===== config.mk =====
export PLATFORM = sky130hd
export DESIGN_NAME = linebuffer_3x3_ctrl
export DESIGN_NICKNAME = d
export VERILOG_FILES = /design/src/rtl/lbctrl_pkg.sv /design/src/rtl/linebuffer_3x3_ctrl_tag_pipe.sv /design/src/rtl/linebuffer_3x3_ctrl.sv
export SDC_FILE = /design/constraint.sdc
export NUM_CORES = 1
export LEC_CHECK = 0
export ABC_CLOCK_PERIOD_IN_PS = 3180
export BUFFER_PORTS_ARGS = -buffer_cell sky130_fd_sc_hd__buf_2
export CAP_MARGIN = 25
export CORE_ASPECT_RATIO = 1.1
export CORE_MARGIN = 3
export CORE_UTILIZATION = 44
export CTS_CLUSTER_DIAMETER = 40
export CTS_CLUSTER_SIZE = 10
export DETAILED_ROUTE_END_ITERATION = 12
export GPL_ROUTABILITY_DRIVEN = 1
export PLACE_DENSITY = 0.58
export SLEW_MARGIN = 10
export SYNTH_ARGS = -nofsm -noshare
export SYNTH_HDL_FRONTEND = slang
export SYNTH_SLANG_ARGS = --single-unit

===== constraint.sdc =====
create_clock -name clk -period 3.18 [get_ports clk]
set_clock_uncertainty 0.05 [all_clocks]
set_input_delay 0.318 -clock clk [delete_from_list [all_inputs] [get_ports clk]]
set_output_delay 0.318 -clock clk [all_outputs]
set_load 0.01 [all_outputs]

===== src/rtl/lbctrl_pkg.sv =====
// Shared types and constants for the 3x3 line-buffer read controller.
// Holds the FSM states, the width-code table and the window tag layout.
package lbctrl_pkg;

  typedef enum logic [1:0] {IDLE, FILL, DRAIN, DONE} state_t;

  localparam logic [2:0] SEL_MAX = 3'd5;

  typedef struct packed {
    logic       valid;
    logic [7:0] row;
    logic [7:0] col;
    logic       last;
  } tag_t;

  // Width code 0..5 maps to 8..256; 9 bits so W=256 is representable.
  function automatic logic [8:0] sel_to_w(input logic [2:0] sel);
    case (sel)
      3'd0:    sel_to_w = 9'd8;
      3'd1:    sel_to_w = 9'd16;
      3'd2:    sel_to_w = 9'd32;
      3'd3:    sel_to_w = 9'd64;
      3'd4:    sel_to_w = 9'd128;
      3'd5:    sel_to_w = 9'd256;
      default: sel_to_w = 9'd8;
    endcase
  endfunction

endpackage


===== src/rtl/linebuffer_3x3_ctrl_tag_pipe.sv =====
// lbctrl_tag_pipe: DEPTH-cycle shift of window tags, aligning them with line-buffer output.
// Latency DEPTH cycles; free-running, no backpressure.
module lbctrl_tag_pipe
  import lbctrl_pkg::*;
#(
  parameter int DEPTH = 2
) (
  input  logic clk,
  input  logic rst_n,
  input  tag_t tag_in,
  output tag_t tag_out
);

  tag_t stage [DEPTH];

  always_ff @(posedge clk or negedge rst_n) begin
    if (!rst_n) begin
      for (int i = 0; i < DEPTH; i++) stage[i] <= '0;
    end else begin
      stage[0] <= tag_in;
      for (int i = 1; i < DEPTH; i++) stage[i] <= stage[i-1];
    end
  end

  assign tag_out = stage[DEPTH-1];

endmodule


===== src/rtl/linebuffer_3x3_ctrl.sv =====
// Frame read sequencer for a 3x3 line buffer: streams W*W reads and tags legal windows PIPE_LAT cycles later.
// No backpressure; optional stride-2 window decimation under LBCTRL_STRIDE2_EN.
module linebuffer_3x3_ctrl
  import lbctrl_pkg::*;
#(
  parameter int ADDR_W   = 16,
  parameter int PIPE_LAT = 2
) (
  input  logic              clk,
  input  logic              rst_n,
  input  logic              start,
  input  logic [2:0]        cfg_sel,
`ifdef LBCTRL_STRIDE2_EN
  input  logic              cfg_stride2,
`endif
  output logic              busy,
  output logic              done,
  output logic              cfg_err,
  output logic [2:0]        lb_sel,
  output logic              rd_en,
  output logic [ADDR_W-1:0] rd_addr,
  output logic              win_valid,
  output logic [7:0]        win_row,
  output logic [7:0]        win_col,
  output logic              win_last
);

  localparam logic [3:0] DRAIN_LAST = 4'(PIPE_LAT - 1);

  state_t     state, state_nxt;
  logic [8:0] w_q;
  logic [8:0] row, col;
  logic [3:0] drain_cnt;
  logic       start_ok, start_bad, last_px;
  tag_t       tag_d, tag_q;
`ifdef LBCTRL_STRIDE2_EN
  logic       stride2_q;
`endif

  assign start_ok  = (state == IDLE) && start && (cfg_sel <= SEL_MAX);
  assign start_bad = (state == IDLE) && start && (cfg_sel >  SEL_MAX);
  assign last_px   = (row == w_q - 9'd1) && (col == w_q - 9'd1);

  always_ff @(posedge clk or negedge rst_n) begin
    if (!rst_n) state <= IDLE;
    else        state <= state_nxt;
  end

  always_comb begin
    state_nxt = state;
    busy      = 1'b0;
    done      = 1'b0;
    rd_en     = 1'b0;
    case (state)
      IDLE:  if (start_ok) state_nxt = FILL;
      FILL: begin
        busy  = 1'b1;
        rd_en = 1'b1;
        if (last_px) state_nxt = DRAIN;
      end
      DRAIN: begin
        busy = 1'b1;
        if (drain_cnt == DRAIN_LAST) state_nxt = DONE;
      end
      DONE: begin
        done      = 1'b1;
        state_nxt = IDLE;
      end
      default: state_nxt = IDLE;
    endcase
  end

  always_ff @(posedge clk or negedge rst_n) begin
    if (!rst_n) begin
      w_q       <= 9'd8;
      lb_sel    <= '0;
      row       <= '0;
      col       <= '0;
      rd_addr   <= '0;
      drain_cnt <= '0;
      cfg_err   <= 1'b0;
`ifdef LBCTRL_STRIDE2_EN
      stride2_q <= 1'b0;
`endif
    end else begin
      cfg_err <= start_bad;
      if (start_ok) begin
        w_q     <= sel_to_w(cfg_sel);
        lb_sel  <= cfg_sel;
        row     <= '0;
        col     <= '0;
        rd_addr <= '0;
`ifdef LBCTRL_STRIDE2_EN
        stride2_q <= cfg_stride2;
`endif
      end
      if (state == FILL) begin
        // Address holds on the final pixel so it reads W*W-1 after the frame.
        if (!last_px) rd_addr <= rd_addr + ADDR_W'(1);
        if (col == w_q - 9'd1) begin
          col <= '0;
          row <= row + 9'd1;
        end else begin
          col <= col + 9'd1;
        end
      end
      drain_cnt <= (state == DRAIN) ? drain_cnt + 4'd1 : 4'd0;
    end
  end

  // A window is complete once its bottom-right pixel is read; c<2 straddles a row wrap.
  always_comb begin
    tag_d       = '0;
    tag_d.valid = rd_en && (row >= 9'd2) && (col >= 9'd2);
    tag_d.last  = rd_en && last_px;
`ifdef LBCTRL_STRIDE2_EN
    if (stride2_q) begin
      tag_d.valid = tag_d.valid && !row[0] && !col[0];
      tag_d.last  = rd_en && (row == w_q - 9'd2) && (col == w_q - 9'd2);
    end
`endif
    if (tag_d.valid) begin
      tag_d.row = row[7:0] - 8'd2;
      tag_d.col = col[7:0] - 8'd2;
    end
  end

  lbctrl_tag_pipe #(
    .DEPTH (PIPE_LAT)
  ) u_tag_pipe (
    .clk     (clk),
    .rst_n   (rst_n),
    .tag_in  (tag_d),
    .tag_out (tag_q)
  );

  assign win_valid = tag_q.valid;
  assign win_row   = tag_q.row;
  assign win_col   = tag_q.col;
  assign win_last  = tag_q.last;

endmodule


==> impl_metrics.yaml, run 1 <==
floorplanning:
  row_count: 38
  initial_core_util_pct: 45.67
  die_h_um: 113.0
  ios: 47
  die_area_um2: 11670
  placeableCoreArea_um2: 10030
  die_w_um: 103.3
synthesis:
  synth_top_area_share_pct: 46.42
  synth_compound_area_share_pct: 16.00
  synthFlopType: "dfrtp_1"
  syn-num-nets: 477
  synth_top_family_by_area: "simple AND/OR/NAND/NOR gates"
  synth-xor-area-share_pct: 7.100
  synth.ff_latch_count: 86
  synth_edf_count: 0
  syn-cell-area_um2: 4582
  yosys_warnings: 0
  synth-async-reset-ratio_pct: 100.0
  yosys.area_share.simple_pct: 16.58
  syn_avg_cell_area_um2: 10.07
  synthCells: 455
  synth_area_leaders: "dfrtp_1 46%, ha_1 4.4%, xnor2_1 4.0%, nor2_1 3.9%, nand2_1 2.9%"
  ys_seq_area_share_pct: 47.00
  yosys.area_share.adder_pct: 4.369
  synth_top_area_cell: "dfrtp_1"
  synthMuxAreaShare_pct: 0.8738
  synth_cell_types: 57
worst_setup_path:
  worstPathRequired_ps: 3340
  reg2reg_from: "w_q[3]"
  path_buf_inv: 2
  crit_chain: "inv_1 > ha_1 > xnor2_1 > or3_1 > a311oi_2 > nand3_2 > buf_12 > o2111ai_1 > o221ai_1"
  path_max_fanout: 18
  slowest_stage: "dfstp_2"
  regToRegSetupSlack_ps: 270
  slowest_delay_ps: 610
  critical_path_class: "register to register"
  crit_family: "compound AO/OA/AOI/OAI gates"
  startpoint: "w_q[3]"
  r2r_cells: 9
  setup.worst_path.start_class: "register"
  cp.arrival_ps: 3070
  reg2reg_to: "rd_addr[3]"
  crit_path_end_kind: "register"
finish:
  final_util_pct: 50.29
  synthToLayoutAreaGrowth_pct: 10.10
  finalInstanceArea_um2: 5045
  drive_above_1_share_pct: 19.88
  num_antenna_cells: 0
  final_nets: 501
min_path:
  holdCritStartpoint: "cfg_sel[0]"
  hold_path_end: "w_q[4]"
  whs_path_depth: 2
  worstHoldPathType: "input port to register"
detailed_routing:
  drc: 0
  vias: 3314
  ant_nets: 0
  drt-vias-per-instance: 5.319
  dr.pass1.iters: 4
  post_drt_wl_per_cell_um: 14.83
  wl_um: 9239
  drtIter0Drc: 120
sta:
  fin_hold_ws_ps: 186.0
  report.final.slew_viol_count: 0
  rsz0062_at_grt: "false"
  fin_crit_ps: 2906
  period_share_pct: 91.39
  timing.fmax_mhz: 344.1
  hold_violations: 0
  worst_pin_slew_ps: 906.5
  setup_tns_ps: 0
  finalSetupViolations: 0
  slew_headroom_pct: 39.29
global_routing:
  grt_first_pass_wirelength_um: 16210
  grt_max_degree: 55
  track_usage_pct: 17.39
  antenna_found_initial: 0
  grt_overflow_total: 0
  grt_pass1_vias: 3379
clock_network:
  postCtsHoldBufs: 1
  clk_pin_slew_worst_paths_ps: 90
  cts_buffers: 9
  cts_tree: "done"
  cts_sinks: 86
  cts_buffer_depth: 2
  post-cts-setup-buffers: 0
  cts-root-buf: "clkbuf_8"
  clock_latency_ps: 350
  htree_levels: 3
  cts-resized-gates: 0
job:
  drv_cap: 0
power_and_ir_drop:
  seq_power_share_pct: 40.9
  p_per_area_nw_per_um2: 807.9
  leakage_nw: 2.352
  p_int_mw: 2.399
  p_sw_share_pct: 41.15
  p_total_mw: 4.076
  vdd_drop_max_v: 0.0005097
  p_sw_mw: 1.677
  p_comb_share_pct: 40.5
  clkPwrFrac_pct: 18.6
outcome:
  status: "completed"
placed_design:
  io_buffers: 46
  gp_congestion: 0.8842
  postPlaceCellArea_um2: 4847
  dp_hpwl_um: 6431
==> flip-flops by register name, indices dropped and copies added, names as in the netlist <==
name                cells
u_tag_pipe.stage       18
cfg_err                 1
col                     9
state                   2
rd_addr                16
w_q                     6
drain_cnt               4
row                     9
u_tag_pipe.tag_out     18
lb_sel                  3
==> cells in the final DEF, fill, tap and decap left out, drive strengths merged, types with 3 or more instances in the layout <==
| cell | instances |
|---|---|
| nor4 | 4 |
| a31oi | 10 |
| xnor2 | 21 |
| nand3 | 16 |
| a22o | 9 |
| nand2 | 36 |
| dfrtp | 85 |
| o211ai | 18 |
| o2111ai | 5 |
| clkbuf | 10 |
| o21ai | 15 |
| xor2 | 11 |
| inv | 31 |
| and2 | 4 |
| buf | 57 |
| nor3 | 11 |
| nor2 | 48 |
| and3 | 5 |
| nand4 | 8 |
| mux2i | 4 |
| nand3b | 3 |
| nor3b | 3 |
| o221ai | 9 |
| ha | 16 |
| or3 | 10 |
| a31o | 3 |
==> synthesized netlist by cell type, types with 3 or more instances <==
cell type	instances
nor3b_1	3
inv_1	30
buf_2	5
nor2_1	47
xor2_1	11
ha_1	16
nand3b_1	3
o211ai_1	13
o221ai_2	4
nand4_1	7
clkbuf_1	21
buf_4	16
nor4_1	3
a31o_2	3
and3_1	5
o211ai_2	5
nand2_1	36
nor3_1	11
a31oi_1	10
o2111ai_1	5
and2_1	4
o21ai_0	14
a22o_1	7
buf_6	3
o221ai_1	5
mux2i_1	4
nand3_1	15
dfrtp_1	85
xnor2_1	21
or3_1	10
==> layout make-up <==
| type | instances | area, um^2 |
|---|---|---|
| clock buffers | 10 | 127.6 |
| repair buffers | 58 | 357.8 |
| flip-flops and latches | 86 | 2153 |
| fillers | 939 | 4987 |
| inverters | 30 | 112.6 |
| well taps | 140 | 175.2 |
| multi-input cells | 294 | 2058 |
| clock inverters | 5 | 60.06 |
==> power groups by stage <==
| stage | clock network [mW] | logic (mW) | registers (mW) |
|---|---|---|---|
| CTS | 0.783 | 1.67 | 1.67 |
| finish | 0.759 | 1.65 | 1.67 |
| global placement | 0 | 1.62 | 1.67 |
| detailed placement | 0 | 1.67 | 1.69 |
| floorplan | 0 | 1.33 | 1.57 |
| global route | 0.823 | 1.84 | 1.72 |
==> per-layer routing <==
metal	wire length [um]	GRT usage, %
met5	0	0
met4	166	5.786
met3	286	2.281
met2	4553	29.35
met1	4232	22.91
==> metrics by stage <==
step                      cells  setup WS (ps)
after floorplan             455          540.7
after global placement      606          377.5
after detailed placement    607          293.5
after CTS                   623          262.3
after global routing        623          74.74
final                       623          273.7
==> worst reg2reg max path: stages, from the launching register on <==
cell and delay, ps:
dfstp_2 610, inv_1 60, ha_1 340, xnor2_1 140
or3_1 330, a311oi_2 360, nand3_2 310, buf_12 250
o2111ai_1 180, o221ai_1 140
==> worst max path at each step <==
| stage | end | slack [ps] | cells past startpoint |
|---|---|---|---|
| after floorplan | rd_addr[11] | 540 | 9 |
| after global placement | rd_addr[8] | 380 | 8 |
| after detailed placement | rd_addr[3] | 290 | 9 |
| after CTS | rd_addr[3] | 260 | 9 |
| after global routing | rd_addr[3] | 70 | 9 |
| final | rd_addr[3] | 270 | 9 |
==> kinds of logic (layout without fill, tap and decap cells) <==
| family | count (synthesis) | in the layout |
|---|---|---|
| flip-flops | 86 | 86 |
| AO/OA/AOI/OAI | 87 | 87 |
| buffers and inverters | 75 | 103 |
| multiplexers | 4 | 4 |
| AND/OR/NAND/NOR | 153 | 153 |
| adder cells (fa/ha/maj) | 16 | 16 |
| XOR/XNOR | 34 | 34 |
(Power assumes the default switching activity.)
==> run 2, diff against run 1 <==
CORE_UTILIZATION = 55   (was 44)
PLACE_DENSITY = 0.71   (was 0.58)
==> run 2 against run 1 <==
Against the previous run: power increased by 2.0%; flip-flop and latch count unchanged; global-route usage rose by 3.4 points; register-to-register slack got worse by 140 ps; worst hold slack improved by 31 ps; cell count fell by 4.8%; sequential share of layout area rose by 0.095 points; first-iteration DRC count is 16% higher; critical path depth fell by 1; count of clock-buffer cells in the layout fell by 1; largest cell class unchanged; highest routed layer unchanged.
==> impl_metrics.yaml, run 2 (synthesized netlist as in run 1, its figures left out) <==
outcome:
  status: "completed"
finish:
  finalInstanceArea_um2: 5034
  num_antenna_cells: 0
  layout_commonest_cell: "dfrtp_1"
  synthToLayoutAreaGrowth_pct: 9.858
  fill_cells: 704
  multiInputGateArea_um2: 2058
  final_util_pct: 62.94
  final_nets: 502
  regArea_um2: 2153
  mostFrequentLayoutCells: "85 x dfrtp_1, 47 x nor2_1, 45 x buf_2"
  drive_above_1_share_pct: 20.41
placed_design:
  place_ws_ps: 132.5
  dp_hpwl_um: 6277
  io_buffers: 46
  gp_congestion: 0.9012
  postPlaceCellArea_um2: 4802
worst_setup_path:
  reg2reg_from: "w_q[3]"
  cp.arrival_ps: 3250
  critical_path_class: "register to register"
  setup.worst_path.start_class: "register"
  crit_path_end_kind: "register"
  path_max_fanout: 15
  startpoint: "w_q[3]"
  worstPathRequired_ps: 3390
global_routing:
  grt_overflow_total: 0
  antenna_found_initial: 0
  grt_pass1_vias: 3424
  grt_max_degree: 55
  grt_first_pass_wirelength_um: 15900
  track_usage_pct: 20.79
detailed_routing:
  dr.pass1.iters: 4
  post_drt_wl_per_cell_um: 15.16
  wl_um: 8991
  drtIter0Drc: 139
  ant_nets: 0
  drc: 0
  vias: 3345
  drt-vias-per-instance: 5.641
sta:
  slew_headroom_pct: 44.78
  report.final.slew_viol_count: 0
  finalSetupViolations: 0
  period_share_pct: 95.87
  rsz0062_at_grt: "false"
  worst_slack_ps: 131.3
  setup_tns_ps: 0
  fin_crit_ps: 3049
  fin_hold_ws_ps: 217.2
  hold_violations: 0
  timing.fmax_mhz: 328.0
  worst_pin_slew_ps: 824.5
clock_network:
  cts_buffers: 9
  cts_tree: "done"
  cts_buffer_depth: 2
  cts-resized-gates: 0
  cts-root-buf: "clkbuf_8"
  clock_latency_ps: 350
  htree_levels: 3
  clk_pin_slew_worst_paths_ps: 80
  cts_sinks: 86
floorplanning:
  die_h_um: 101.7
  placeableCoreArea_um2: 7998
  initial_core_util_pct: 57.29
  die_area_um2: 9463
  die_w_um: 93.03
  row_count: 34
  ios: 47
power_and_ir_drop:
  p_per_area_nw_per_um2: 826.0
  vdd_drop_max_v: 0.0008809
  leakage_nw: 2.361
min_path:
  worstHoldPathType: "input port to register"
  holdCritStartpoint: "cfg_sel[0]"
job:
  drv_cap: 0
run 2: repair_timing:
item / in CTS / in global routing
setup buffers: 0 / 0
hold endpoints to repair: 31 / 0
hold buffers: 1 / 0
run 2: through the flow:
step,std cells,power [mW]
2_1_floorplan,455,2.899
3_3_place_gp,575,3.265
3_5_place_dp,576,3.339
4_1_cts,593,4.184
5_1_grt,593,4.468
6_report,593,4.158
run 2: routing by layer:
metal | part of all wire, % | vias up | track usage (%)
met5 | 0 | - | 0
met4 | 1.2 | 0 | 7.328
met3 | 4.0 | 10 | 3.789
met2 | 50 | 72 | 36.01
met1 | 45 | 1637 | 26.29
li1 | - | 1626 | -
run 2: worst max-delay path: stages (launching register included):
cell,delay (ps)
dfstp_2,600
inv_1,60
ha_1,340
xnor2_1,140
or3_1,320
a311oi_2,360
and3_1,410
a41oi_4,370
o221ai_1,300
run 2: worst paths after layout:
path | slack (ps) | cells after the start | to
max | 130 | 8 | rd_addr[3]
min | 220 | 2 | w_q[4]
max reg2reg | 130 | 8 | rd_addr[3]
min reg2reg | 300 | 0 | u_tag_pipe.tag_out[0]
max in group asynchronous | 2080 | 3 | u_tag_pipe.stage[23]
min in group asynchronous | 410 | 2 | u_tag_pipe.tag_out[9]
run 2: layout make-up:
cell class / instances / share of cell area, %
clock buffer: 9 / 2.461
clock inverter: 7 / 1.939
inverter: 30 / 2.237
multi-input combinational: 294 / 40.89
sequential: 86 / 42.78
tap: 108 / 2.685
timing repair buffer: 59 / 7.010
run 2: where the power goes:
group	leakage (nW)	total, mW	switching (mW)	internal (mW)
registers	1.17	1.67	0.353	1.31
clock network	0.106	0.839	0.394	0.445
logic	1.09	1.65	0.928	0.724
total	2.36	4.16	1.68	2.48
